`config.mk`:
```
export PLATFORM = sky130hd
export DESIGN_NAME = fir_mac_engine
export DESIGN_NICKNAME = d
export VERILOG_FILES = /design/src/rtl/fir_mac_engine_pkg.sv /design/src/rtl/fir_mac_engine_round_sat.sv /design/src/rtl/fir_mac_engine.sv
export SDC_FILE = /design/constraint.sdc
export NUM_CORES = 2
export LEC_CHECK = 0
export CAP_MARGIN = 20
export CORE_MARGIN = 2
export CORE_UTILIZATION = 30
export CTS_BUF_LIST = sky130_fd_sc_hd__clkbuf_8
export CTS_CLUSTER_SIZE = 30
export DETAILED_ROUTE_END_ITERATION = 16
export PLACE_DENSITY = 0.44
export SLEW_MARGIN = 0
export SYNTH_ARGS = -nofsm -noshare
export SYNTH_HDL_FRONTEND = slang
export SYNTH_SLANG_ARGS = --single-unit
```
`constraint.sdc`:
```
create_clock -name clk -period 16.5 [get_ports clk]
set_input_delay 4.125 -clock clk [delete_from_list [all_inputs] [get_ports clk]]
set_output_delay 4.125 -clock clk [all_outputs]
set_load 0.005 [all_outputs]
```
`src/rtl/fir_mac_engine_pkg.sv`:
```
// Shared types and width helpers for the time-multiplexed FIR MAC engine.
package fir_pkg;

    typedef enum logic [2:0] {
        S_LOAD,
        S_IDLE,
        S_MAC,
        S_DRAIN,
        S_OUT
    } fir_state_t;

    localparam int unsigned FIR_NTAPS = 64;
    localparam int unsigned FIR_DW    = 16;
    localparam int unsigned FIR_CW    = 16;
    localparam int unsigned FIR_OW    = 16;
    localparam int unsigned FIR_FRAC  = 15;

    // Enough headroom that NTAPS full-scale products can never overflow.
    function automatic int unsigned fir_acc_width(input int unsigned dw,
                                                  input int unsigned cw,
                                                  input int unsigned ntaps);
        return dw + cw + $clog2(ntaps);
    endfunction

endpackage

```
`src/rtl/fir_mac_engine_round_sat.sv`:
```
// Round-half-up, shift by FRAC and reduce to OW bits.
// FIR_SAT_EN selects clamping with ovf; otherwise two's-complement wrap.
module fir_round_sat #(
    parameter int unsigned ACCW = 38,
    parameter int unsigned FRAC = 15,
    parameter int unsigned OW   = 16
) (
    input  logic signed [ACCW-1:0] acc,
    output logic signed [OW-1:0]   y,
    output logic                   ovf
);

    localparam logic signed [ACCW:0] HALF = (ACCW+1)'(1) << (FRAC-1);

    // One guard bit so adding the rounding constant cannot wrap.
    logic signed [ACCW:0] sum;
    logic signed [ACCW:0] rnd;

    assign sum = {acc[ACCW-1], acc} + HALF;
    assign rnd = sum >>> FRAC;

`ifdef FIR_SAT_EN
    localparam logic signed [ACCW:0] YMAX = {{(ACCW+2-OW){1'b0}}, {(OW-1){1'b1}}};
    localparam logic signed [ACCW:0] YMIN = ~YMAX;

    always_comb begin
        y   = rnd[OW-1:0];
        ovf = 1'b0;
        if (rnd > YMAX) begin
            y   = YMAX[OW-1:0];
            ovf = 1'b1;
        end else if (rnd < YMIN) begin
            y   = YMIN[OW-1:0];
            ovf = 1'b1;
        end
    end
`else
    logic unused_hi;

    assign y         = rnd[OW-1:0];
    assign ovf       = 1'b0;
    assign unused_hi = ^rnd[ACCW:OW];
`endif

endmodule

```
`src/rtl/fir_mac_engine.sv`:
```
// Time-multiplexed FIR: serial coefficient load, one shared multiplier,
// NTAPS+3 cycles per sample. Output saturation is enabled by FIR_SAT_EN.
module fir_mac_engine
    import fir_pkg::*;
#(
    parameter int unsigned NTAPS = FIR_NTAPS,
    parameter int unsigned DW    = FIR_DW,
    parameter int unsigned CW    = FIR_CW,
    parameter int unsigned OW    = FIR_OW,
    parameter int unsigned FRAC  = FIR_FRAC,
    parameter int unsigned ACCW  = fir_acc_width(DW, CW, NTAPS)
) (
    input  logic                 clk,
    input  logic                 ALU_restn,
    input  logic                 coef_start,
    input  logic                 coef_valid,
    input  logic signed [CW-1:0] coef_in,
    output logic                 coef_ready,
    input  logic                 x_valid,
    input  logic signed [DW-1:0] x_in,
    output logic                 x_ready,
    output logic                 y_valid,
    output logic signed [OW-1:0] y,
    output logic                 ovf
);

    localparam int unsigned KW = $clog2(NTAPS);
    localparam int unsigned PW = DW + CW;

    fir_state_t state, state_nx;

    logic [KW-1:0]          cidx;
    logic [KW-1:0]          k;
    logic signed [CW-1:0]   b [NTAPS];
    logic signed [DW-1:0]   d [NTAPS];
    logic signed [PW-1:0]   prod;
    logic signed [ACCW-1:0] acc;
    logic signed [OW-1:0]   y_r;
    logic                   ovf_r;
    logic                   last_coef;
    logic                   last_tap;

    assign last_coef  = (cidx == KW'(NTAPS-1));
    assign last_tap   = (k == KW'(NTAPS-1));
    assign coef_ready = (state == S_LOAD);
    assign x_ready    = (state == S_IDLE);

    always_ff @(posedge clk or negedge ALU_restn) begin
        if (!ALU_restn) state <= S_LOAD;
        else            state <= state_nx;
    end

    always_comb begin
        state_nx = state;
        case (state)
            S_LOAD:  if (coef_valid && last_coef) state_nx = S_IDLE;
            S_IDLE:  if (coef_start)              state_nx = S_LOAD;
                     else if (x_valid)            state_nx = S_MAC;
            S_MAC:   if (last_tap)                state_nx = S_DRAIN;
            S_DRAIN:                              state_nx = S_OUT;
            S_OUT:                                state_nx = S_IDLE;
            default:                              state_nx = S_LOAD;
        endcase
    end

    // The product is one cycle behind the tap index; DRAIN folds in the last one.
    always_ff @(posedge clk or negedge ALU_restn) begin
        if (!ALU_restn) begin
            cidx    <= '0;
            k       <= '0;
            b       <= '{default: '0};
            d       <= '{default: '0};
            prod    <= '0;
            acc     <= '0;
            y       <= '0;
            ovf     <= 1'b0;
            y_valid <= 1'b0;
        end else begin
            y_valid <= 1'b0;
            case (state)
                S_LOAD: begin
                    if (coef_valid) begin
                        b[cidx] <= coef_in;
                        cidx    <= last_coef ? '0 : cidx + 1'b1;
                    end
                end
                S_IDLE: begin
                    if (!coef_start && x_valid) begin
                        d[0] <= x_in;
                        for (int unsigned i = 1; i < NTAPS; i++) d[i] <= d[i-1];
                        acc  <= '0;
                        prod <= '0;
                        k    <= '0;
                    end
                end
                S_MAC: begin
                    prod <= PW'(d[k]) * PW'(b[k]);
                    acc  <= acc + ACCW'(prod);
                    k    <= last_tap ? '0 : k + 1'b1;
                end
                S_DRAIN: begin
                    acc <= acc + ACCW'(prod);
                end
                S_OUT: begin
                    y       <= y_r;
                    ovf     <= ovf_r;
                    y_valid <= 1'b1;
                end
                default: ;
            endcase
        end
    end

    fir_round_sat #(
        .ACCW (ACCW),
        .FRAC (FRAC),
        .OW   (OW)
    ) u_round_sat (
        .acc (acc),
        .y   (y_r),
        .ovf (ovf_r)
    );

endmodule

```
==> out/results.tsv <==
metric	value	unit
status	completed	
CTS Root Cell	clkbuf_8	
Die H	604	um
RSZ-0062 raised after global routing	false	
routed wire length per instance	20.3	um
most used cell along the critical path	fa_1	
Pleak	0.0600	uW
final std cells w/o fill	14800	
first-pass iteration count of the detailed router	7	
count of final hold-check violations	0	
Via density	4.85	
Yosys cell types	58	
WHS Path Cells	2	
first-pass GRT wire length	468	mm
commonest non-fill, non-tap cell in the layout	nand2_1	
critical path arrival	11.46	ns
Period minus WS final	10.54	ns
Filler Cells Inserted	35800	
maximum VDD drop	0.195	mV
class of the most critical setup path	reg -> reg	
postcts setup bufs	0	
Max Clock Skew	0.162	ns
Sequential Area	53600	um^2
FF+latch count, synth	2142	
Post-synth ARST share	100	%
DIE AREA	365000	um^2
commonest cells after routing, fill and taps aside	nand2_1, dfrtp_1, mux2_2	
site row count	220	
vias in the first global route	75400	
Synth Net Count	10200	
max-slew violations	0	
Post-Syn Instances	9816	
setup violators final	0	
Ports	57	
Slew @ Worst Pin	1.22	ns
Hold Path Class	reg -> reg	
max-cap violations	0	
Worst setup SP type	register	
R2R depth	29	
Core ar.	359000	um^2
Setup crit end kind	register	
Fmax	94.8	MHz
Post-synth EDFFs	0	
DP Area	113000	um^2
IO Port Bufs	55	
H-tree depth	5	
Routed Wire Length	302	mm
PwrDens	169	nW/um^2
Die Width	604	um
Hold-fix buffers, CTS	0	
DP HPWL	174	mm
Final Cycle Share	63.9	%
initial antenna violation count	28	
design area	121000	um^2
largest net degree at the start of global routing	219	
CTS tree	built	
Post-CTS Resized	0	
Max-slew headroom	18.6	%
DRC Markers	0	
Yosys warning count	0	
syn avg cell area	11.0	um^2
CTS clk-pin slew, worst paths	0.07	ns
CTS buffer count	392	
area grow syn2layout	12.2	%
WP data required	17.42	ns
TNS Setup	0	ns
Vias	71800	
Largest stage delay, worst path	0.86	ns
initial core utilization	30.1	%
overall power	20500	uW
layout cells sized above 1	21.4	%
# nets final	10100	
crit path max fanout	108	
Final ANT Viol Nets	0	
First DRT Iteration DRCs	4688	
multi-input logic area	50400	um^2
Clock Latency Late Sink	1.14	ns
Congestion Overflow GR	0	
Critical-path top delay cell	dfrtp_4	
post-synthesis sequential area ratio	49.6	%
clock sink count	2142	
Synth Cell Area	108000	um^2
GP Congestion	0.787	
worst hold slack	0.417	ns
prevailing post-synth register cell	dfrtp_1	
Placed Cells incl. Taps	14100	
All-Layer GR Usage	16.5	%
Clock Tree Buf Depth	4	
==> cells in the mapped netlist (all sizes together) (7+ instances only) <==
cell       n  area (um^2)
a31oi      7         43.8
o221ai   203         1780
or3        7         43.8
a211oi     7         52.6
mux2    1028        11600
o21bai     7         52.6
o21ai     96          480
fa       257         5140
dfrtp   2142        53600
xnor2     46          403
o31ai      8         60.1
buf      167          975
nor2      97          364
nor3      18         90.1
mux4     357         8040
o22ai    107          669
a21o      25          188
and2     133          832
a21oi    175          876
or2        9         56.3
and3      13         81.3
clkbuf   518         1940
nand2   3375        12700
xor2      30          263
nand2b    19          119
mux2i    416         4160
nor2b     15         93.8
o21a       9         67.6
nand3     65          325
ha       113         1410
inv      304         1140
==> flip-flops by register name, summed over array words and instances (netlist names) <==
name     cells
acc         31
b         1024
cidx         6
d         1024
k            6
prod        31
state        3
y           16
y_valid      1
==> metrics by stage <==
step | setup WS [ns] | utilization (%)
2_1_floorplan | 8.16 | -
3_3_place_gp | 5.80 | 31.5
3_5_place_dp | 5.81 | 31.5
4_1_cts | 5.86 | 33.7
5_1_grt | 5.36 | 33.8
6_report | 5.96 | 33.8
==> worst paths after layout <==
check | slack, ns | from | end
max | 5.96 | k[1] | prod[30]
min | 0.42 | d[275] | d[259]
min in group asynchronous | 3.09 | ALU_restn | d[976]
max in group asynchronous | 10.14 | ALU_restn | b[814]
min reg2reg | 0.42 | d[275] | d[259]
max reg2reg | 5.96 | k[1] | prod[30]
==> per-layer routing <==
layer / part of all wire (%) / routed length [um] / track usage [%] / vias to the layer above
met5: 0.014 / 41 / 0 / -
met4: 2.5 / 7680 / 4.56 / 6
met3: 4.2 / 12700 / 2.72 / 494
met2: 46 / 139000 / 26.5 / 1271
met1: 47 / 142000 / 22.9 / 37100
li1: - / - / - / 32900
==> power by group <==
| part | switching (uW) | leakage, uW | internal (uW) |
|---|---|---|---|
| clock network | 2350 | 0.00459 | 2820 |
| logic | 5110 | 0.0260 | 3460 |
| registers | 568 | 0.0294 | 6150 |
==> area by class of cell <==
cell class	instances	area share, %
Antenna cell	11	0.0227
Clock buffer	513	5.83
Clock inverter	178	0.760
Inverter	304	0.946
Multi-Input combinational cell	6685	41.6
Sequential cell	2142	44.3
Tap cell	4773	4.93
Timing Repair Buffer	217	1.68
==> critical path: cells and delay by family (launching register included) <==
family                   cells  cell delay (ns)
AO/OA/AOI/OAI                9             2.08
XOR/XNOR                     1             0.16
adder cells (fa/ha/maj)      7             3.22
buffers and inverters        6             1.48
flip-flops                   1             0.86
multiplexers                 1             0.78
AND/OR/NAND/NOR              5             1.55
==> logic make-up after synthesis <==
kind of cell / after synthesis / synth area share [%]
compound gates: 664 / 4.12
xor+xnor: 76 / 0.617
fa+ha+maj: 370 / 6.08
buf+inv: 989 / 3.76
flops: 2142 / 49.6
mux: 1801 / 22.0
other cells: 1 / 0.00347
simple gates: 3773 / 13.7
Power figures use the tool's default switching activity.
